`config.mk`:
```
export PLATFORM = sky130hd
export DESIGN_NAME = dvp_cam_tx_flat
export DESIGN_NICKNAME = d
export VERILOG_FILES = /design/src/rtl/dvp_cam_tx_if.sv /design/src/rtl/dvp_cam_tx.sv /design/src/flat_wrapper.sv
export SDC_FILE = /design/constraint.sdc
export NUM_CORES = 1
export LEC_CHECK = 0
export ABC_AREA = 0
export CORE_MARGIN = 10
export CORE_UTILIZATION = 46
export DETAILED_ROUTE_END_ITERATION = 7
export PLACE_DENSITY = 0.72
export SLEW_MARGIN = 20
export SYNTH_ARGS = -nofsm -noshare
export SYNTH_HDL_FRONTEND = slang
export SYNTH_SLANG_ARGS = --single-unit
```
`constraint.sdc`:
```
create_clock -name sys_clk_i -period 2.35 [get_ports sys_clk_i]
set_input_delay 0.3525 -clock sys_clk_i [delete_from_list [all_inputs] [get_ports sys_clk_i]]
set_output_delay 0.3525 -clock sys_clk_i [all_outputs]
set_load 0.03 [all_outputs]
```
`src/rtl/dvp_cam_tx_if.sv`:
```
// ---------------------------------------------------------------------------
// dvp_cam_tx_if
// Bundle of every non-clock, non-reset signal of the DVP camera emulator.
//   enable_i                                     frame generation enable
//   pix_red_i / pix_green_i / pix_blue_i         RGB888 pixel offered by the source
//   pix_valid_i                                  source has a pixel ready
//   pix_ready_o                                  one-cycle pull strobe
//   pclk_o / vsync_o / href_o / cam_data_o       DVP bus
//   busy_o / frame_done_o / underrun_o           status
// Modports: slave = the emulator itself, master = the pixel source / observer.
// ---------------------------------------------------------------------------
interface dvp_cam_tx_if;
   logic       enable_i;
   logic [7:0] pix_red_i;
   logic [7:0] pix_green_i;
   logic [7:0] pix_blue_i;
   logic       pix_valid_i;
   logic       pix_ready_o;
   logic       pclk_o;
   logic       vsync_o;
   logic       href_o;
   logic [7:0] cam_data_o;
   logic       busy_o;
   logic       frame_done_o;
   logic       underrun_o;

   modport slave (
      input  enable_i, pix_red_i, pix_green_i, pix_blue_i, pix_valid_i,
      output pix_ready_o, pclk_o, vsync_o, href_o, cam_data_o,
             busy_o, frame_done_o, underrun_o
   );

   modport master (
      output enable_i, pix_red_i, pix_green_i, pix_blue_i, pix_valid_i,
      input  pix_ready_o, pclk_o, vsync_o, href_o, cam_data_o,
             busy_o, frame_done_o, underrun_o
   );
endinterface

```
`src/rtl/dvp_cam_tx.sv`:
```
// ---------------------------------------------------------------------------
// dvp_cam_tx
// Transmit side of a DVP camera bus, used as an on-chip sensor emulator.
// Pulls RGB888 pixels, packs each into two RGB565 bytes and frames them with
// OV-style vsync/href timing. One byte slot = two sys_clk cycles
// (phase 0: pclk low, phase 1: pclk high); bus outputs change only when a
// slot begins.
// Ports:
//   sys_clk_i  system clock (sole clock)
//   sys_rst_i  asynchronous active-high reset
//   bus        dvp_cam_tx_if.slave: enable, pixel pull, DVP bus and status
// ---------------------------------------------------------------------------
module dvp_cam_tx #(
   parameter int H_ACTIVE    = 640,
   parameter int H_BLANK     = 144,
   parameter int V_ACTIVE    = 480,
   parameter int VSYNC_LINES = 3,
   parameter int V_BACK      = 17,
   parameter int V_FRONT     = 10
) (
   input  logic         sys_clk_i,
   input  logic         sys_rst_i,
   dvp_cam_tx_if.slave  bus
);

   localparam int LINE_SLOTS = 2 * H_ACTIVE + H_BLANK;
   localparam int CW         = $clog2(LINE_SLOTS);
   localparam int LM1        = (VSYNC_LINES > V_BACK) ? VSYNC_LINES : V_BACK;
   localparam int LM2        = (V_ACTIVE > V_FRONT) ? V_ACTIVE : V_FRONT;
   localparam int LMAX       = (LM1 > LM2) ? LM1 : LM2;
   localparam int LW         = (LMAX > 1) ? $clog2(LMAX) : 1;

   // Terminal counts; a zero-sized region never reaches its own terminal.
   localparam logic [CW-1:0] LINE_LAST = CW'(LINE_SLOTS - 1);
   localparam logic [CW-1:0] ACT_LAST  = CW'(2 * H_ACTIVE - 1);
   localparam logic [CW-1:0] HB_LAST   = CW'(H_BLANK - 1);
   localparam logic [LW-1:0] VS_LAST   = LW'(VSYNC_LINES - 1);
   localparam logic [LW-1:0] VB_LAST   = LW'(V_BACK - 1);
   localparam logic [LW-1:0] VA_LAST   = LW'(V_ACTIVE - 1);
   localparam logic [LW-1:0] VF_LAST   = LW'(V_FRONT - 1);

   typedef enum logic [2:0] {
      ST_IDLE   = 3'd0,
      ST_VSYNC  = 3'd1,
      ST_VBACK  = 3'd2,
      ST_ACTIVE = 3'd3,
      ST_HBLANK = 3'd4,
      ST_VFRONT = 3'd5
   } state_t;

   // Empty vertical regions are skipped at elaboration time.
   localparam state_t ST_AFTER_VS = (V_BACK > 0) ? ST_VBACK : ST_ACTIVE;
   localparam state_t ST_FIRST    = (VSYNC_LINES > 0) ? ST_VSYNC : ST_AFTER_VS;

   function automatic logic [7:0] pack_byte0(input logic [4:0] red_hi, input logic [2:0] green_hi);
      return {red_hi, green_hi};
   endfunction

   function automatic logic [7:0] pack_byte1(input logic [2:0] green_lo, input logic [4:0] blue_hi);
      return {green_lo, blue_hi};
   endfunction

   state_t          r_state;
   logic [CW-1:0]   r_cnt;
   logic [LW-1:0]   r_line;
   logic            r_phase;
   logic            r_pclk;
   logic            r_vsync;
   logic            r_href;
   logic [7:0]      r_data;
   logic [7:0]      r_byte1;
   logic            r_pix_ready;
   logic            r_busy;
   logic            r_frame_done;
   logic            r_underrun;

   state_t          w_nxt_state;
   logic [CW-1:0]   w_nxt_cnt;
   logic [LW-1:0]   w_nxt_line;
   logic            w_line_end;
   logic            w_frame_end;
   logic            w_pull;
   logic            w_unused_pix;

   // RGB565 keeps only the upper bits of each colour channel.
   assign w_unused_pix = ^{bus.pix_red_i[2:0], bus.pix_green_i[1:0], bus.pix_blue_i[2:0]};

   assign w_line_end  = (r_state == ST_HBLANK && r_cnt == HB_LAST) ||
                        (r_state == ST_ACTIVE && r_cnt == ACT_LAST && H_BLANK == 0);
   // The current slot is the last one of the frame.
   assign w_frame_end = (r_state == ST_VFRONT && r_cnt == LINE_LAST && r_line == VF_LAST) ||
                        (w_line_end && r_line == VA_LAST && V_FRONT == 0);
   // The slot after this one carries byte0 of a pixel.
   assign w_pull      = (w_nxt_state == ST_ACTIVE) && !w_nxt_cnt[0];

   // Position of the slot that follows the current one.
   always_comb begin
      w_nxt_state = r_state;
      w_nxt_cnt   = r_cnt + CW'(1);
      w_nxt_line  = r_line;
      if (w_frame_end) begin
         w_nxt_state = bus.enable_i ? ST_FIRST : ST_IDLE;
         w_nxt_cnt   = '0;
         w_nxt_line  = '0;
      end else begin
         case (r_state)
            ST_IDLE: begin
               w_nxt_state = ST_FIRST;
               w_nxt_cnt   = '0;
               w_nxt_line  = '0;
            end
            ST_VSYNC, ST_VBACK, ST_VFRONT: begin
               if (r_cnt != LINE_LAST) begin
                  w_nxt_cnt = r_cnt + CW'(1);
               end else if ((r_state == ST_VSYNC && r_line == VS_LAST) ||
                            (r_state == ST_VBACK && r_line == VB_LAST)) begin
                  w_nxt_cnt   = '0;
                  w_nxt_line  = '0;
                  w_nxt_state = (r_state == ST_VSYNC) ? ST_AFTER_VS : ST_ACTIVE;
               end else begin
                  w_nxt_cnt  = '0;
                  w_nxt_line = r_line + LW'(1);
               end
            end
            ST_ACTIVE, ST_HBLANK: begin
               if (!w_line_end && !(r_state == ST_ACTIVE && r_cnt == ACT_LAST)) begin
                  w_nxt_cnt = r_cnt + CW'(1);
               end else if (!w_line_end) begin
                  w_nxt_cnt   = '0;
                  w_nxt_state = ST_HBLANK;
               end else if (r_line == VA_LAST) begin
                  w_nxt_cnt   = '0;
                  w_nxt_line  = '0;
                  w_nxt_state = ST_VFRONT;
               end else begin
                  w_nxt_cnt   = '0;
                  w_nxt_line  = r_line + LW'(1);
                  w_nxt_state = ST_ACTIVE;
               end
            end
            default: begin
               w_nxt_state = ST_IDLE;
               w_nxt_cnt   = '0;
               w_nxt_line  = '0;
            end
         endcase
      end
   end

   // Frame FSM, slot phase, pixel capture and all registered outputs.
   always_ff @(posedge sys_clk_i or posedge sys_rst_i) begin
      if (sys_rst_i) begin
         r_state      <= ST_IDLE;
         r_cnt        <= '0;
         r_line       <= '0;
         r_phase      <= 1'b0;
         r_pclk       <= 1'b0;
         r_vsync      <= 1'b0;
         r_href       <= 1'b0;
         r_data       <= 8'h00;
         r_byte1      <= 8'h00;
         r_pix_ready  <= 1'b0;
         r_busy       <= 1'b0;
         r_frame_done <= 1'b0;
         r_underrun   <= 1'b0;
      end else if (r_state == ST_IDLE && !bus.enable_i) begin
         r_phase      <= 1'b0;
         r_pclk       <= 1'b0;
         r_vsync      <= 1'b0;
         r_href       <= 1'b0;
         r_data       <= 8'h00;
         r_pix_ready  <= 1'b0;
         r_busy       <= 1'b0;
         r_frame_done <= 1'b0;
      end else if (r_state != ST_IDLE && !r_phase) begin
         // Second half of a slot: only pclk and the strobes move.
         r_phase      <= 1'b1;
         r_pclk       <= 1'b1;
         r_pix_ready  <= w_pull;
         r_frame_done <= w_frame_end;
      end else begin
         // Slot boundary (or leaving IDLE): advance and present the new slot.
         r_phase      <= 1'b0;
         r_pclk       <= 1'b0;
         r_pix_ready  <= 1'b0;
         r_frame_done <= 1'b0;
         r_state      <= w_nxt_state;
         r_cnt        <= w_nxt_cnt;
         r_line       <= w_nxt_line;
         r_busy       <= (w_nxt_state != ST_IDLE);
         r_vsync      <= (w_nxt_state == ST_VSYNC);
         r_href       <= (w_nxt_state == ST_ACTIVE);
         if (w_pull) begin
            if (r_pix_ready && bus.pix_valid_i) begin
               r_data  <= pack_byte0(bus.pix_red_i[7:3], bus.pix_green_i[7:5]);
               r_byte1 <= pack_byte1(bus.pix_green_i[4:2], bus.pix_blue_i[7:3]);
            end else begin
               // No pixel at the pull: emit a black pixel and flag it.
               r_data     <= 8'h00;
               r_byte1    <= 8'h00;
               r_underrun <= 1'b1;
            end
         end else if (w_nxt_state == ST_ACTIVE) begin
            r_data <= r_byte1;
         end else begin
            r_data <= 8'h00;
         end
      end
   end

   assign bus.pix_ready_o  = r_pix_ready;
   assign bus.pclk_o       = r_pclk;
   assign bus.vsync_o      = r_vsync;
   assign bus.href_o       = r_href;
   assign bus.cam_data_o   = r_data;
   assign bus.busy_o       = r_busy;
   assign bus.frame_done_o = r_frame_done;
   assign bus.underrun_o   = r_underrun;

endmodule

```
`src/flat_wrapper.sv`:
```
// flat-port wrapper written by rule: the top's interface ports become plain ports
module dvp_cam_tx_flat 
#(
   parameter int H_ACTIVE    = 640,
   parameter int H_BLANK     = 144,
   parameter int V_ACTIVE    = 480,
   parameter int VSYNC_LINES = 3,
   parameter int V_BACK      = 17,
   parameter int V_FRONT     = 10
)
  (sys_clk_i, sys_rst_i, bus_enable_i, bus_pix_red_i, bus_pix_green_i, bus_pix_blue_i, bus_pix_valid_i, bus_pix_ready_o, bus_pclk_o, bus_vsync_o, bus_href_o, bus_cam_data_o, bus_busy_o, bus_frame_done_o, bus_underrun_o);
  dvp_cam_tx_if bus_i ();
  input  logic sys_clk_i;
  input  logic sys_rst_i;
  input wire logic [$bits(bus_i.enable_i)-1:0] bus_enable_i;
  input wire logic [$bits(bus_i.pix_red_i)-1:0] bus_pix_red_i;
  input wire logic [$bits(bus_i.pix_green_i)-1:0] bus_pix_green_i;
  input wire logic [$bits(bus_i.pix_blue_i)-1:0] bus_pix_blue_i;
  input wire logic [$bits(bus_i.pix_valid_i)-1:0] bus_pix_valid_i;
  output wire logic [$bits(bus_i.pix_ready_o)-1:0] bus_pix_ready_o;
  output wire logic [$bits(bus_i.pclk_o)-1:0] bus_pclk_o;
  output wire logic [$bits(bus_i.vsync_o)-1:0] bus_vsync_o;
  output wire logic [$bits(bus_i.href_o)-1:0] bus_href_o;
  output wire logic [$bits(bus_i.cam_data_o)-1:0] bus_cam_data_o;
  output wire logic [$bits(bus_i.busy_o)-1:0] bus_busy_o;
  output wire logic [$bits(bus_i.frame_done_o)-1:0] bus_frame_done_o;
  output wire logic [$bits(bus_i.underrun_o)-1:0] bus_underrun_o;
  assign bus_i.enable_i = bus_enable_i;
  assign bus_i.pix_red_i = bus_pix_red_i;
  assign bus_i.pix_green_i = bus_pix_green_i;
  assign bus_i.pix_blue_i = bus_pix_blue_i;
  assign bus_i.pix_valid_i = bus_pix_valid_i;
  assign bus_pix_ready_o = bus_i.pix_ready_o;
  assign bus_pclk_o = bus_i.pclk_o;
  assign bus_vsync_o = bus_i.vsync_o;
  assign bus_href_o = bus_i.href_o;
  assign bus_cam_data_o = bus_i.cam_data_o;
  assign bus_busy_o = bus_i.busy_o;
  assign bus_frame_done_o = bus_i.frame_done_o;
  assign bus_underrun_o = bus_i.underrun_o;
  dvp_cam_tx #(.H_ACTIVE(H_ACTIVE), .H_BLANK(H_BLANK), .V_ACTIVE(V_ACTIVE), .VSYNC_LINES(VSYNC_LINES), .V_BACK(V_BACK), .V_FRONT(V_FRONT)) u_core (.sys_clk_i(sys_clk_i), .sys_rst_i(sys_rst_i), .bus(bus_i));
endmodule
```
==> run metrics <==
Warnings, synthesis 0; Leakage between 0.0015 and 0.002 uW; Vias/cell roughly 5.5; Critical Path Start Type register; synthesized area 2590 sq um; GRT overflow 0; placed cell count 408; detailed placer's ending HPWL 4710 um; dpl ws -0.151 ns; Req. time, crit path roughly 2.6 ns; chip height around 95 um; Slew Viols, Final 0; aggregate routed wire length roughly 6500 um; final routed DRC violation total 0; Worst Setup End Kind register; ys flop type dfrtp_1; P per Cell Area between 1000 and 1500 nW/um^2; fin crit period 2.41 ns; Max Clock Freq a little over 400 MHz; Rows 27; worst-path fanout max 5; CP Data Arrival Time around 2.6 ns; Cell Count, Final, Fillers Out ~420; GRT Util Overall between 10 and 15%; starting density of the core roughly 47%; DR vias 2,309; outcome complete, but fails checks; Final Power 3820 uW; Synth Area per Inst ~9.5 sq um; final hold viol count 0; Synth Register Bits 46; CTS tree built; worst min path class in2async; clock network fraction of total power ~16%; Setup TNS -0.379 ns; final worst slack -0.0595 ns; Peak supply drop slightly below 0.6 mV; final instance area approximately 3600 sq um; post-DR wirelength/cell about 15 um; worst rel slew slack 64.7%; CTS Sinks 46; DRT antenna net count 0; Seq pwr share a little under a third; global-route wire length before repair 10,600 um; layout cell share with drive strength beyond 1 25.9%; largest net degree at the start of global routing 25; placeable core area roughly 5500 sq um; max_cap viols 0; Synth cell types between 40 and 50; internal power around 2300 uW; period utilization 103%; die width approximately 95 um; Slew @ Worst Pin 0.529 ns; number of port buffers 34; antenna cells 0; failing checks setup timing; switching power share of the total between 30% and 40%; FILL cells approximately 460; Clock Tree Buf Depth 2; r2r setup slk -0.06 ns; synthesized net count between 300 and 400; H-tree Lvls 2; DP Area between 3000 and 4000 sq um; RSZ-0062 raised after global routing true; later-pin clock latency in the skew report roughly 0.31 ns; Initial DRC Count 85; antenna violations before repair 0; Synth Instances ~270; drt first pass iters 4; routability cong. approximately 0.87; nets 383; Synth async-reset ratio 100%; sequential share of the synthesized area between 40% and 50%; Clk pin slew, worst setup/hold paths ~0.10 ns; sw power 1520 uW; CP Class reg2reg; number of synthesized flops with an enable pin 0; vias in the first global route 2,301; CTS Buf Count 5; final setup fails 8; Post-CTS Hold Fix Bufs 0; area grow syn2layout 38.2%; Root Buffer clkbuf_8; Die ar. around 9000 sq um; Setup Skew 0.00952 ns; Gate power share between 50% and 60%; num ports 43
## per-stage QoR
stage               hold slack (ns)  util, %
finish                        0.393     65.4
global route                  0.417     65.4
CTS                           0.408     64.2
detailed placement            0.447     60.0
global placement              0.440     60.0
floorplan                     0.468        -
## synth_stat cells (6+ instances only)
cell / instances / area share, %
inv_1: 7 / 1.0
nor2b_1: 6 / 1.4
mux2_2: 10 / 4.3
nand2_1: 35 / 5.1
nor2_1: 10 / 1.4
o21ai_0: 29 / 5.6
clkbuf_1: 7 / 1.0
dfrtp_1: 46 / 44
nor3_1: 7 / 1.4
and3_1: 24 / 5.8
a21oi_1: 7 / 1.4
nand3_1: 7 / 1.4
a22o_1: 6 / 2.0
mux2i_1: 9 / 3.5
## kinds of logic (layout without fill, tap and decap cells)
group	count (synthesis)	in the layout	synth area share [%]
simple gates	124	124	27.0
compound gates	63	63	15.9
flops	46	46	44.4
mux	19	19	7.83
buf+inv	16	94	2.42
fa+ha+maj	5	5	2.42
## routing by layer
metal  vias up  GRT usage, %  share of wire [%]
met5         -             0                  0
met4         0          5.49                1.1
met3         8          4.40                5.7
met2        46          24.6                 49
met1      1113          16.8                 44
li1       1142             -                  -
## power by group through the flow
stage	clock network, uW	registers [uW]	logic, uW
floorplan	0	1290	971
CTS	633	1170	1950
global route	671	1210	2180
finish	628	1180	2010
detailed placement	0	1180	1810
global placement	0	1170	1770
## layout make-up
cell class	count	area (sq um)	area share, %
Multi-Input combinational cell	211	1490	41.7
Sequential cell	46	1160	32.3
Clock inverter	3	48.8	1.36
Tap cell	72	90.1	2.52
Inverter	7	26.3	0.734
Clock buffer	5	68.8	1.92
Timing Repair Buffer	79	694	19.4
## worst max-delay path, cell delays in order, from the launching register on
cell	delay [ns]
dfrtp_1	0.40
ha_2	0.21
and3_4	0.20
nand4b_1	0.13
a211oi_2	0.06
o211a_1	0.22
o211a_4	0.25
nor4_4	0.31
buf_4	0.20
mux2_2	0.32
## path summary, 6_finish.rpt
path | from | endpoint | cells after the start
min reg2reg | u_core.bus.underrun_o$_DFFE_PP0P_ | u_core.bus.underrun_o$_DFFE_PP0P_ | 1
min | sys_rst_i | u_core.bus.cam_data_o[2]$_DFFE_PP0N_ | 2
max reg2reg | u_core.r_cnt[1]$_DFFE_PP0P_ | u_core.r_byte1[0]$_DFFE_PP0P_ | 9
max in group asynchronous | sys_rst_i | u_core.r_line[7]$_DFFE_PP0P_ | 3
max | u_core.r_cnt[1]$_DFFE_PP0P_ | u_core.r_byte1[0]$_DFFE_PP0P_ | 9
min in group sys_clk_i | u_core.bus.underrun_o$_DFFE_PP0P_ | u_core.bus.underrun_o$_DFFE_PP0P_ | 1
## state kept, by name, summed over array words and instances, names as in the netlist
name and flops:
u_core.bus.vsync_o 1, u_core.bus.busy_o 1, u_core.bus.cam_data_o 8, u_core.r_byte1 8, u_core.bus.frame_done_o 1, u_core.r_state 3, u_core.bus.underrun_o 1, u_core.bus.pix_ready_o 1
u_core.r_phase 1, u_core.r_line 9, u_core.r_cnt 11, u_core.bus.href_o 1
## layout by cell type, fill, tap and decap left out, types with 3 or more instances in the layout
| master | instances |
|---|---|
| ha_1 | 4 |
| nor2b_1 | 5 |
| and2_1 | 4 |
| and3_1 | 23 |
| o31ai_1 | 5 |
| buf_4 | 43 |
| nand2b_1 | 3 |
| inv_1 | 6 |
| nand2_1 | 35 |
| dfrtp_1 | 42 |
| nor3b_1 | 3 |
| o21ai_0 | 27 |
| nor3_1 | 7 |
| mux2_2 | 4 |
| clkbuf_8 | 5 |
| a21oi_1 | 6 |
| a21o_1 | 3 |
| dfrtp_2 | 4 |
| mux2i_1 | 9 |
| nand3_1 | 5 |
| clkdlybuf4s50_1 | 34 |
| nand4_1 | 4 |
| nor2_1 | 9 |
| or3_4 | 4 |
| mux2_4 | 6 |
| a22o_1 | 5 |
## repair_timing
item,CTS,global route
setup endpoints to repair,20,21
gates resized for setup,18,15
cloned,1,0
setup buffers,4,2
pin swaps,6,10
Note: power is estimated with default switching activity, not from simulation.
